<file path="config.mk">
export PLATFORM = sky130hd
export DESIGN_NAME = next_queue
export DESIGN_NICKNAME = d
export VERILOG_FILES = /design/src/rtl/next_queue_pkg.sv /design/src/rtl/next_confirm_scan.sv /design/src/rtl/next_queue.sv
export SDC_FILE = /design/constraint.sdc
export NUM_CORES = 1
export LEC_CHECK = 0
export BUFFER_PORTS_ARGS = -buffer_cell sky130_fd_sc_hd__buf_2
export CORE_UTILIZATION = 49
export DETAILED_ROUTE_END_ITERATION = 8
export PLACE_DENSITY_LB_ADDON = 0.15
export SETUP_SLACK_MARGIN = 0.3
export SKIP_LAST_GASP = 1
export SLEW_MARGIN = 25
export SYNTH_ARGS = -nofsm -noshare
export SYNTH_HDL_FRONTEND = slang
export SYNTH_SLANG_ARGS = --single-unit
</file>
<file path="constraint.sdc">
create_clock -name clk -period 3 [get_ports clk]
set_input_delay 0.45 -clock clk [delete_from_list [all_inputs] [get_ports clk]]
set_output_delay 0.45 -clock clk [all_outputs]
set_load 0.1 [all_outputs]
</file>
<file path="src/rtl/next_queue_pkg.sv">
// Shared types and sizing for the NEXT instruction queue.
// NEXT_DEPTH is also consumed by the issue-stage stall logic.
package next_queue_pkg;

    localparam int unsigned ROB_WIDTH  = 6;
    localparam int unsigned GC_WIDTH   = 16;
    localparam int unsigned N_B_ENTRY  = 4;
    localparam int unsigned BC_WIDTH   = $clog2(N_B_ENTRY) + 1;
    localparam int unsigned NEXT_DEPTH = 4;

    typedef struct packed {
        logic                 valid;
        logic [ROB_WIDTH-1:0] tag;
        logic [BC_WIDTH-1:0]  b_count;
    } next_entry_t;

    // Outstanding-branch count after this cycle's commit; saturates at zero
    function automatic logic [BC_WIDTH-1:0] b_update(input logic [BC_WIDTH-1:0] b_count,
                                                     input logic                b_commit);
        return (b_count == '0) ? '0 : b_count - BC_WIDTH'(b_commit);
    endfunction

endpackage

</file>
<file path="src/rtl/next_confirm_scan.sv">
// Length of the run of valid, confirmed (b_count == 0) entries starting at head.
// Used to place the tail after a misprediction flush.
module next_confirm_scan
    import next_queue_pkg::*;
#(
    parameter int unsigned DEPTH = NEXT_DEPTH
) (
    input  next_entry_t [DEPTH-1:0]       entries,
    input  logic [$clog2(DEPTH)-1:0]      head,
    output logic [$clog2(DEPTH+1)-1:0]    confirmed
);

    localparam int unsigned PTR_W = $clog2(DEPTH);
    localparam int unsigned CNT_W = $clog2(DEPTH + 1);

    logic [PTR_W-1:0] idx;
    logic             in_prefix;

    // Walk from head in queue order; stop counting at the first unconfirmed slot
    always_comb begin
        confirmed = '0;
        in_prefix = 1'b1;
        idx       = head;
        for (int i = 0; i < int'(DEPTH); i++) begin
            idx = head + PTR_W'(i);
            if (in_prefix && entries[idx].valid && (entries[idx].b_count == '0)) begin
                confirmed = confirmed + CNT_W'(1);
            end else begin
                in_prefix = 1'b0;
            end
        end
    end

endmodule

</file>
<file path="src/rtl/next_queue.sv">
// In-order queue of NEXT instructions. The head dispatches once its branch
// count reaches zero: it reads/advances the GC and drives the GPR CDB.
// Optional feature: define NEXT_BYPASS_EN to let an issue into an empty queue
// dispatch in its issue cycle.
module next_queue
    import next_queue_pkg::*;
#(
    parameter int unsigned DEPTH     = NEXT_DEPTH,
    parameter int unsigned RES_WIDTH = 32
) (
    input  logic                         clk,
    input  logic                         rst_n,
    input  logic                         issue_req_valid,
    output logic                         issue_req_ready,
    input  logic [ROB_WIDTH-1:0]         gpr_issue_tag,
    input  logic [BC_WIDTH-1:0]          b_count_next,
    input  logic                         b_commit,
    input  logic                         failure,
    output logic                         gc_req_valid,
    input  logic                         gc_req_ready,
    input  logic [GC_WIDTH-1:0]          gc,
    output logic                         gpr_cdb_req_valid,
    input  logic                         gpr_cdb_req_ready,
    output logic [ROB_WIDTH-1:0]         tag,
    output logic [RES_WIDTH-1:0]         result,
    output logic [$clog2(DEPTH+1)-1:0]   occupancy
);

    localparam int unsigned PTR_W = $clog2(DEPTH);
    localparam int unsigned CNT_W = $clog2(DEPTH + 1);

    next_entry_t [DEPTH-1:0] entries_q, entries_d;
    logic [PTR_W-1:0]        head_q, head_d, tail_q, tail_d;
    logic [CNT_W-1:0]        count_q, count_d;
    logic [BC_WIDTH-1:0]     b_upd [DEPTH];
    logic [CNT_W-1:0]        confirmed;
    logic                    full, head_ok, bypass, dispatch, issue_acc, push, pop;

    next_confirm_scan #(
        .DEPTH     (DEPTH)
    ) u_confirm_scan (
        .entries   (entries_q),
        .head      (head_q),
        .confirmed (confirmed)
    );

    // Branch counts as they will be after this cycle's commit
    always_comb begin
        for (int i = 0; i < int'(DEPTH); i++) begin
            b_upd[i] = b_update(entries_q[i].b_count, b_commit);
        end
    end

    assign full    = (count_q == CNT_W'(DEPTH));
    assign head_ok = entries_q[head_q].valid && (b_upd[head_q] == '0);

`ifdef NEXT_BYPASS_EN
    assign bypass = (count_q == '0) && issue_req_valid && (b_count_next == '0);
`else
    assign bypass = 1'b0;
`endif

    // Handshake and dispatch outputs, all combinational in the dispatch cycle
    always_comb begin
        gc_req_valid      = (head_ok || bypass) && gpr_cdb_req_ready && !failure;
        dispatch          = gc_req_valid && gc_req_ready;
        gpr_cdb_req_valid = dispatch;
        tag               = (head_ok || !bypass) ? entries_q[head_q].tag : gpr_issue_tag;
        result            = RES_WIDTH'($signed(gc));
`ifdef NEXT_BYPASS_EN
        // A full queue whose head leaves this cycle can take the issue into the freed slot
        issue_req_ready   = !full || dispatch;
`else
        issue_req_ready   = !full;
`endif
        issue_acc         = issue_req_valid && issue_req_ready && !failure;
        pop               = dispatch && head_ok;
        // A bypassed issue is consumed by its own dispatch and never stored
        push              = issue_acc && !(dispatch && !head_ok);
        occupancy         = count_q;
    end

    // Next-state: flush, branch-count update, pop at head, push at tail
    always_comb begin
        entries_d = entries_q;
        head_d    = head_q;
        tail_d    = tail_q;
        count_d   = count_q;
        if (failure) begin
            for (int i = 0; i < int'(DEPTH); i++) begin
                if (entries_q[i].b_count != '0) begin
                    entries_d[i].valid = 1'b0;
                end
            end
            tail_d  = head_q + PTR_W'(confirmed);
            count_d = confirmed;
        end else begin
            for (int i = 0; i < int'(DEPTH); i++) begin
                entries_d[i].b_count = b_upd[i];
            end
            if (pop) begin
                entries_d[head_q].valid = 1'b0;
                head_d                  = head_q + PTR_W'(1);
            end
            if (push) begin
                entries_d[tail_q].valid   = 1'b1;
                entries_d[tail_q].tag     = gpr_issue_tag;
                entries_d[tail_q].b_count = b_count_next;
                tail_d                    = tail_q + PTR_W'(1);
            end
            count_d = count_q + CNT_W'(push) - CNT_W'(pop);
        end
    end

    // State registers; reset empties the queue immediately
    always_ff @(posedge clk or negedge rst_n) begin
        if (!rst_n) begin
            entries_q <= '0;
            head_q    <= '0;
            tail_q    <= '0;
            count_q   <= '0;
        end else begin
            entries_q <= entries_d;
            head_q    <= head_d;
            tail_q    <= tail_d;
            count_q   <= count_d;
        end
    end

endmodule
</file>
==> results of run 1 <==
power by group through the flow:
stage	sequential, mW	clock [mW]	combinational [mW]
2_1_floorplan	1.13	0	1.91
3_3_place_gp	1.07	0	2.33
3_5_place_dp	1.07	0	2.36
4_1_cts	1.06	0.430	2.49
5_1_grt	1.09	0.444	2.69
6_report	1.06	0.417	2.50
Yosys cell counts (all sizes together):
cell type	count
o211ai	2
o21ai	10
nand3	2
mux2i	1
o22ai	2
inv	20
a21oi	22
nor2	12
nor4bb	2
nor2b	4
a311oi	2
and3	4
o221ai	2
mux4	11
nor4	1
a211oi	7
nand3b	7
xor2	2
nor3	3
nand2b	2
a22oi	1
clkbuf	9
xnor2	6
nor3b	2
nor4b	4
or4b	4
fa	1
nand4	2
and2	1
ha	22
a2111oi	1
nand2	31
o31ai	1
or2	4
o2bb2ai	3
a22o	1
a41o	2
dfrtp	47
mux2	21
and4	1
clkinv	1
buf	34
a31oi	7
state kept, by name, summed over array words and instances, names as in the netlist:
| register | count |
|---|---|
| entries_q | 40 |
| head_q | 2 |
| occupancy | 3 |
| tail_q | 2 |
layout make-up:
type | count | area, um2
fillers | 529 | 2461
multi-input cells | 213 | 2028
flip-flops and latches | 47 | 1180
repair buffers | 67 | 473.0
well taps | 77 | 96.34
inverters | 21 | 85.08
clock buffers | 6 | 82.58
clock inverters | 2 | 16.27
routing by layer:
layer  track usage  vias to the layer above  part of all wire
li1              -                     1201                 -
met1        0.2961                     1225              0.45
met2        0.4039                       53              0.48
met3       0.04847                       20             0.039
met4        0.1113                        0             0.029
met5             0                        -                 0
timing repair:
| item | in CTS | in global routing |
|---|---|---|
| gates resized for setup | 16 | 3 |
| setup buffers | 4 | 1 |
| pin swaps | 16 | 5 |
| endpoints found under the setup margin | 5 | 7 |
worst reg2reg max path, delay by kind of cell (launching register included):
family,cells,cell delay (ns)
DFF,1,0.40
AOI/OAI and AO/OA,2,0.27
adders and majority gates,2,0.36
muxes,2,0.81
and+or+nand+nor,3,0.78
xor gates and xnor gates,2,0.37
path summary, 6_finish.rpt:
kind                                                  end  slack [ns]                 startpoint
worst max register to register      tail_q[1]$_DFFE_PN0P_       -0.07  entries_q[20]$_DFFE_PN0N_
worst min register to register   entries_q[3]$_DFFE_PN0P_        0.48   entries_q[3]$_DFFE_PN0P_
worst min-delay path                tail_q[1]$_DFFE_PN0P_        0.20                      rst_n
worst max-delay path                tail_q[1]$_DFFE_PN0P_       -0.07  entries_q[20]$_DFFE_PN0N_
max in group asynchronous       entries_q[37]$_DFFE_PN0P_        2.09                      rst_n
min in group clk                 entries_q[8]$_DFFE_PN0P_        0.38           gpr_issue_tag[5]
stage by stage:
stage | utilization | worst slack, ns | setup TNS (ns) | hold WS [ns]
finish | 0.6168 | -0.07468 | -0.07468 | 0.1963
global route | 0.6168 | -0.1925 | -0.2743 | 0.2606
CTS | 0.6148 | -0.06987 | -0.06987 | 0.2188
detailed placement | 0.5837 | -0.08828 | -0.1657 | 0.4627
global placement | 0.5837 | -0.04157 | -0.07971 | 0.4579
floorplan | - | 0.05493 | 0 | 0.1544
kinds of logic after synthesis:
group / share of synthesized area
AOI/OAI and AO/OA: 0.1285
DFF: 0.3562
muxes: 0.1497
buffers and inverters: 0.1099
and+or+nand+nor: 0.1451
adders and majority gates: 0.08943
xor gates and xnor gates: 0.02122
placed cells by master, fill, tap and decap left out, types with 3 or more instances in the layout:
cell / n
dfrtp_1: 44
buf_4: 38
nand2_1: 30
buf_2: 25
mux2_2: 20
inv_1: 16
a21oi_1: 15
mux4_2: 11
nor2_1: 11
ha_1: 11
ha_4: 9
nand3b_1: 7
a211oi_1: 7
a31oi_1: 7
clkbuf_8: 6
o21ai_1: 5
o21ai_0: 5
or2_2: 4
a21oi_2: 4
nor4b_1: 4
xnor2_1: 4
and3_1: 4
or4b_4: 3
nor2b_1: 3
a21oi_4: 3
nor3_1: 3
o2bb2ai_1: 3
dfrtp_2: 3
==> flow_summary.json, run 1 <==
{
  "outcome": "finished with violations",
  "violations": "design-rule violations, negative setup slack",
  "hpwl_um": 5736,
  "p_sw_mw": 1.880,
  "viasPerCell": 5.771,
  "clock_skew_ns": 0.003423,
  "synth_area_um2": 3302,
  "synth_nets": 379,
  "gp_congestion": 0.8568,
  "drt_pass1_iterations": 6,
  "crit_chain": "or4b_4 -> mux4_2 -> nor2b_4 -> ha_4 -> o211ai_2 -> xnor2_2 -> ha_2 -> xor2_2 -> nor3_1 -> mux2_4 -> a2111oi_4",
  "drive_gt1_frac": 0.4354,
  "die_h_um": 84.09,
  "synthesis.instances": 324,
  "rows": 29,
  "setup_ws_ns": -0.07468,
  "r2r_cells": 11,
  "critPathMaxFanout": 4,
  "cp.arrival_ns": 3.28,
  "yosysUniqueCellTypes": 50,
  "wirelength_um": 7839,
  "p_leak_nw": 1.731,
  "maxSlewViolCount": 0,
  "cts_tree": "done",
  "critPathTopFamily": "multiplexers",
  "maxCapViolations": 0,
  "slowest_stage": "or4b_4",
  "cts_buffer_depth": 2,
  "clock-root-buffer": "clkbuf_8",
  "syn_avg_cell_area_um2": 10.19,
  "core_area_um2": 6422,
  "grt_pass1_vias": 2646,
  "fmax_ghz": 0.3252,
  "io_buffer_count": 27,
  "crit_path_start_kind": "flip-flop",
  "grt_start_max_net_pins": 32,
  "ir_worst_vdd_mv": 0.7686,
  "floorplan.initialDensity": 0.5141,
  "relSlewSlack": 0.4219,
  "cp.buffers_inverters": 0,
  "synthTopCellsByArea": "dfrtp_1, ha_1, mux4_2",
  "first_iter_violations": 102,
  "tightest_slew_ns": 0.8549,
  "insertion_delay_ns": 0.30,
  "cts_buffers": 5,
  "powerDensity_nw_per_um2": 1004,
  "clk_pin_slew_ns": 0.09,
  "vias": 2499,
  "crit_path_end_kind": "flip-flop",
  "final_cells": 433,
  "dieArea_um2": 7071,
  "total_power_mw": 3.977,
  "ys_warn_count": 0,
  "finalHoldViolCount": 0,
  "synth_seq_cells": 47,
  "syn2layout_area_growth_pct": 19.97,
  "post-route-period-util": 1.025,
  "drc": 12,
  "worst_hold_path_type": "primary input to async pin",
  "overflow": 0,
  "synth_top_area_share": 0.3562,
  "placedCellCount": 420,
  "pin_count": 76,
  "p_seq_frac": 0.266,
  "path_depth": 11,
  "die_w_um": 84.09,
  "p_int_mw": 2.097,
  "antenna_found_initial": 0,
  "crit_required_ns": 3.21,
  "h-tree-depth": 2,
  "hold_buffers": 0,
  "yosysSeqAreaShare": 0.3562,
  "netSwitchingFraction": 0.4728,
  "comb_power_share": 0.629,
  "rsz0062_at_grt": "yes",
  "fin_area_um2": 3961,
  "post_drt_wl_per_cell_um": 18.10,
  "n_antenna_cell": 0,
  "ant_nets": 0,
  "fin_nets": 410,
  "grt_pass1_wl_um": 13010,
  "numClockSinks": 47,
  "fin_crit_ns": 3.075,
  "setup_viol_count_final": 1,
  "path_class": "flip-flop to flip-flop",
  "clkPwrFrac": 0.105,
  "synth.largest_area_cell": "dfrtp_1",
  "place_area_um2": 3749,
  "grtUsageTotal": 0.2400,
  "slowest_delay_ns": 0.55
}
Power figures use the tool's default switching activity.
==> run 2, diff against run 1 <==
--- a/config.mk
+++ b/config.mk
@@ -5,9 +5,9 @@
 export SDC_FILE = /design/constraint.sdc
 export NUM_CORES = 1
 export LEC_CHECK = 0
-export BUFFER_PORTS_ARGS = -buffer_cell sky130_fd_sc_hd__buf_2
-export CORE_UTILIZATION = 49
+export CORE_UTILIZATION = 58
 export DETAILED_ROUTE_END_ITERATION = 8
+export DONT_BUFFER_PORTS = 1
 export PLACE_DENSITY_LB_ADDON = 0.15
 export SETUP_SLACK_MARGIN = 0.3
 export SKIP_LAST_GASP = 1
==> run 2 against run 1 <==
The flow finishes with violations (negative setup slack). Non-clock buffer count down 12. Worst hold slack improved by 0.023 ns. Critical path depth increased by 3. Critical endpoint unchanged. Worst setup slack lost 0.036 ns.
==> flow_summary.json, run 2 (synthesis gave the netlist of run 1 again) <==
{
  "outcome": "finished with violations",
  "violations": "negative setup slack",
  "reg2reg_from": "entries_q[10]$_DFFE_PN0N_",
  "vias": 2514,
  "place_area_um2": 3600,
  "crit_path_start_kind": "flip-flop",
  "grt_pass1_wl_um": 12750,
  "crit_required_ns": 3.21,
  "clock-root-buffer": "clkbuf_8",
  "wirelength_um": 7770,
  "grt_pass1_vias": 2572,
  "ant_nets": 0,
  "die_h_um": 77.45,
  "io_buffer_count": 0,
  "p_leak_nw": 1.703,
  "dieArea_um2": 5999,
  "final_cell_mix": "buf_4, dfrtp_1, nand2_1",
  "fin_setup_tns_ns": -0.1104,
  "critPathLaunch": "entries_q[10]$_DFFE_PN0N_",
  "syn2layout_area_growth_pct": 20.01,
  "grt_start_max_net_pins": 48,
  "h-tree-depth": 2,
  "place_worst_setup_slack_ns": -0.1389,
  "worstReg2RegEnd": "tail_q[1]$_DFFE_PN0P_",
  "rsz0062_at_grt": "yes",
  "fin_crit_ns": 3.110,
  "r2r_cells": 14,
  "cts_tree": "done",
  "crit_path_end": "tail_q[1]$_DFFE_PN0P_",
  "total_power_mw": 3.953,
  "top_register": "entries_q",
  "path_class": "flip-flop to flip-flop",
  "cp.arrival_ns": 3.32,
  "powerDensity_nw_per_um2": 997.7,
  "numClockSinks": 47,
  "die_w_um": 77.45,
  "rows": 27,
  "fin_area_um2": 3963,
  "n_antenna_cell": 0,
  "clock_skew_ns": 0.01000,
  "viasPerCell": 6.043,
  "drc": 0,
  "cts_buffers": 5,
  "fin_nets": 398,
  "hpwl_um": 5449,
  "mostFrequentLayoutCell": "buf_4",
  "final_core_util": 0.7196,
  "pin_count": 76,
  "r2r_setup_slack_ns": -0.11,
  "drt_pass1_iterations": 4,
  "overflow": 0,
  "largest_reg_flops": 40,
  "antenna_found_initial": 0,
  "tightest_slew_ns": 0.5790,
  "ir_worst_vdd_mv": 0.7435,
  "core_area_um2": 5507,
  "clk_pin_slew_ns": 0.10,
  "gp_congestion": 0.9037,
  "grtUsageTotal": 0.2796,
  "fillers": 406,
  "setup_viol_count_final": 1,
  "worst_hold_path_type": "primary input to flip-flop",
  "critPathMaxFanout": 4,
  "cts_buffer_depth": 2,
  "maxSlewViolCount": 0,
  "setup_ws_ns": -0.1104,
  "insertion_delay_ns": 0.31,
  "hold_depth": 1,
  "crit_path_end_kind": "flip-flop",
  "post-route-period-util": 1.037,
  "maxCapViolations": 0,
  "drive_gt1_frac": 0.4128,
  "floorplan.initialDensity": 0.5996,
  "fmax_ghz": 0.3215,
  "post_drt_wl_per_cell_um": 18.68,
  "relSlewSlack": 0.6086,
  "first_iter_violations": 87,
  "finalHoldViolCount": 0
}
==> run 2: critical path, cell delays in order (launching register included) <==
cell and delay (ns):
dfrtp_1 0.41, buf_4 0.15, or2_2 0.33, nor2_1 0.16, mux4_2 0.25, and2_1 0.14, nor2b_4 0.17, ha_4 0.15
o211ai_4 0.07, xnor2_2 0.20, ha_2 0.25, xor2_4 0.19, nor3_1 0.07, mux2_4 0.29, a2111oi_4 0.18
==> run 2: what timing repair did <==
item / CTS / global route
setup buffers: 10 / 5
pin swaps: 15 / 2
gates cloned: 0 / 0
endpoints found under the setup margin: 3 / 6
hold buffers: 2 / 0
resized for setup: 15 / 11
endpoints found under the hold margin: 47 / 0
==> run 2: routing by layer <==
metal / vias up / GRT usage / part of all wire
met5: - / 0 / 0
li1: 1178 / - / -
met1: 1246 / 0.3480 / 0.42
met4: 0 / 0.1038 / 0.026
met2: 67 / 0.4690 / 0.50
met3: 23 / 0.06941 / 0.058
==> run 2: how the worst min path moves through the flow <==
stage | from | endpoint | slack, ns
final | failure | occupancy[1]$_DFF_PN0_ | 0.22
after global routing | failure | entries_q[32]$_DFFE_PN0N_ | 0.22
after CTS | failure | occupancy[1]$_DFF_PN0_ | 0.21
after detailed placement | rst_n | entries_q[2]$_DFFE_PN0N_ | 0.16
after global placement | rst_n | entries_q[2]$_DFFE_PN0N_ | 0.16
after floorplan | rst_n | entries_q[0]$_DFFE_PN0N_ | 0.15
==> run 2: layout make-up <==
type,count,area [um2],area share
repair buffers,55,467.9,0.1181
clock inverters,3,26.28,0.006631
inverters,21,87.58,0.02210
flip-flops and latches,47,1180,0.2978
clock buffers,5,68.82,0.01737
multi-input cells,213,2042,0.5153
well taps,72,90.09,0.02273
==> run 2: power breakdown <==
part           total (mW)  internal (mW)  switching (mW)
Sequential           1.07          0.908           0.157
Clock               0.404          0.172           0.232
Combinational        2.48           1.00            1.48
==> run 2: per-stage QoR <==
step	hold WS, ns	std cells
finish	0.2197	416
global route	0.2152	416
CTS	0.2080	411
detailed placement	0.1556	391
global placement	0.1555	391
floorplan	0.1544	324
==> run 3, diff against run 2 <==
--- a/config.mk
+++ b/config.mk
@@ -8,7 +8,7 @@
 export CORE_UTILIZATION = 58
 export DETAILED_ROUTE_END_ITERATION = 8
 export DONT_BUFFER_PORTS = 1
-export PLACE_DENSITY_LB_ADDON = 0.15
+export PLACE_DENSITY = 0.87
 export SETUP_SLACK_MARGIN = 0.3
 export SKIP_LAST_GASP = 1
 export SLEW_MARGIN = 25
==> run 3 against run 2 <==
First-iteration DRC count grew to 2.8 times the previous value. Clock skew is 0.0019 ns higher. Worst setup slack got worse by 0.041 ns. Critical path depth shrank 3. Clock power about the same. Largest power group unchanged. Fmax shrank 1.3%. Power shrank 0.57%. The run still ends with negative setup slack left. Largest cell class unchanged.
==> flow_summary.json, run 3 (synthesis gave the netlist of run 1 again) <==
{
  "overflow": 0,
  "drt_pass1_iterations": 4,
  "finalHoldViolCount": 0,
  "grt_pass1_wl_um": 14020,
  "clock_skew_ns": 0.01192,
  "insertion_delay_ns": 0.31,
  "crit_required_ns": 3.21,
  "cts_buffer_depth": 2,
  "h-tree-depth": 2,
  "drc": 0,
  "top_register": "entries_q",
  "setup_viol_count_final": 1,
  "cp.arrival_ns": 3.36,
  "r2r_cells": 11,
  "cts_buffers": 5,
  "ir_worst_vdd_mv": 0.8673,
  "crit_path_end_kind": "flip-flop",
  "n_antenna_cell": 0,
  "hold_depth": 1,
  "setup_ws_ns": -0.1514,
  "total_power_mw": 3.931,
  "maxSlewViolCount": 0,
  "maxCapViolations": 0,
  "fin_crit_ns": 3.151,
  "first_iter_violations": 242,
  "violations": "negative setup slack",
  "viasPerCell": 6.428,
  "syn2layout_area_growth_pct": 18.38,
  "antenna_found_initial": 0,
  "critPathMaxFanout": 4,
  "hpwl_um": 5934,
  "placedCellCount": 390,
  "critPathTopFamily": "multiplexers",
  "p_leak_nw": 1.681,
  "clock-root-buffer": "clkbuf_8",
  "rsz0062_at_grt": "yes",
  "die_h_um": 77.45,
  "relSlewSlack": 0.6435,
  "place_worst_setup_slack_ns": -0.2030,
  "gp_congestion": 0.8983,
  "path_depth": 11,
  "post_drt_wl_per_cell_um": 21.08,
  "core_area_um2": 5507,
  "tightest_slew_ns": 0.5334,
  "crit_chain": "or4b_4 -> mux4_2 -> nor2b_4 -> ha_4 -> o211ai_4 -> xnor2_2 -> ha_2 -> xor2_4 -> nor3_2 -> mux2_4 -> a2111oi_4",
  "crit_path_start_kind": "flip-flop",
  "mostFrequentLayoutCell": "buf_4",
  "dieArea_um2": 5999,
  "slowest_delay_ns": 0.55,
  "fin_nets": 393,
  "die_w_um": 77.45,
  "grtUsageTotal": 0.3068,
  "cts_tree": "done",
  "final_cells": 411,
  "slowest_stage": "or4b_4",
  "pin_count": 76,
  "io_buffer_count": 0,
  "wirelength_um": 8662,
  "grt_pass1_vias": 2778,
  "whs_ns": 0.2423,
  "vias": 2642,
  "worst_hold_path_type": "primary input to flip-flop",
  "final_cell_mix": "buf_4, dfrtp_1, nand2_1",
  "clk_pin_slew_ns": 0.10,
  "cp.buffers_inverters": 0,
  "drive_gt1_frac": 0.3982,
  "ant_nets": 0,
  "outcome": "finished with violations",
  "path_class": "flip-flop to flip-flop",
  "largest_reg_flops": 40,
  "post-route-period-util": 1.050,
  "rows": 27,
  "floorplan.initialDensity": 0.5996,
  "numClockSinks": 47,
  "fmax_ghz": 0.3173,
  "grt_start_max_net_pins": 48,
  "powerDensity_nw_per_um2": 1006
}
## run 3: cell types whose count changed in the layout (fill, tap and decap cells not counted), moves of 2 or more
cell   change
buf_4      -3
inv_1      +3
inv_4      -3
buf_6      -2
## run 3: worst reg2reg max path: cells and delay by family (launching register included)
kind / cells / cell delay (ns)
muxes: 2 / 0.81
and+or+nand+nor: 3 / 0.79
DFF: 1 / 0.40
adders and majority gates: 2 / 0.41
AOI/OAI and AO/OA: 2 / 0.26
xor gates and xnor gates: 2 / 0.39
## run 3: routing by layer
metal	vias up	track usage	wire (um)
li1	1167	-	-
met1	1296	0.3744	3261
met2	155	0.5327	4417
met3	24	0.07647	742
met4	0	0.09434	240
met5	-	0	0
## run 3: path summary, 6_finish.rpt
path,startpoint,to,slack [ns]
min reg2reg,entries_q[6]$_DFFE_PN0P_,entries_q[6]$_DFFE_PN0P_,0.48
max in group asynchronous,rst_n,occupancy[0]$_DFF_PN0_,2.11
max reg2reg,entries_q[20]$_DFFE_PN0N_,tail_q[1]$_DFFE_PN0P_,-0.15
min,failure,entries_q[1]$_DFFE_PN0N_,0.24
max,entries_q[20]$_DFFE_PN0N_,tail_q[1]$_DFFE_PN0P_,-0.15
min in group asynchronous,rst_n,entries_q[2]$_DFFE_PN0N_,0.66
## run 3: final cells by class
type,instances,area (um2)
multi-input cells,213,2044
fillers,354,1598
flip-flops and latches,47,1180
repair buffers,50,422.9
well taps,72,90.09
inverters,21,80.08
clock buffers,5,68.82
clock inverters,3,22.52
## run 3: through the flow
stage / utilization / setup TNS (ns) / area [um2]
2_1_floorplan: - / 0 / 3503
3_3_place_gp: 0.6524 / -0.02936 / 3592
3_5_place_dp: 0.6524 / -0.2284 / 3592
4_1_cts: 0.6960 / -0.1003 / 3832
5_1_grt: 0.7098 / -0.3714 / 3909
6_report: 0.7098 / -0.1514 / 3909
## run 3: power by group
part | internal, mW | total [mW] | switching, mW | leakage, nW
registers | 0.909 | 1.07 | 0.161 | 0.570
logic | 0.941 | 2.46 | 1.52 | 1.06
clock network | 0.169 | 0.403 | 0.234 | 0.0489
## run 3: what timing repair did
action / in CTS / in global routing
setup buffers: 10 / 1
endpoints found under the hold margin: 47 / 0
hold buffers: 2 / 0
gates resized for setup: 6 / 13
pin swaps: 10 / 9
setup endpoints to repair: 3 / 6
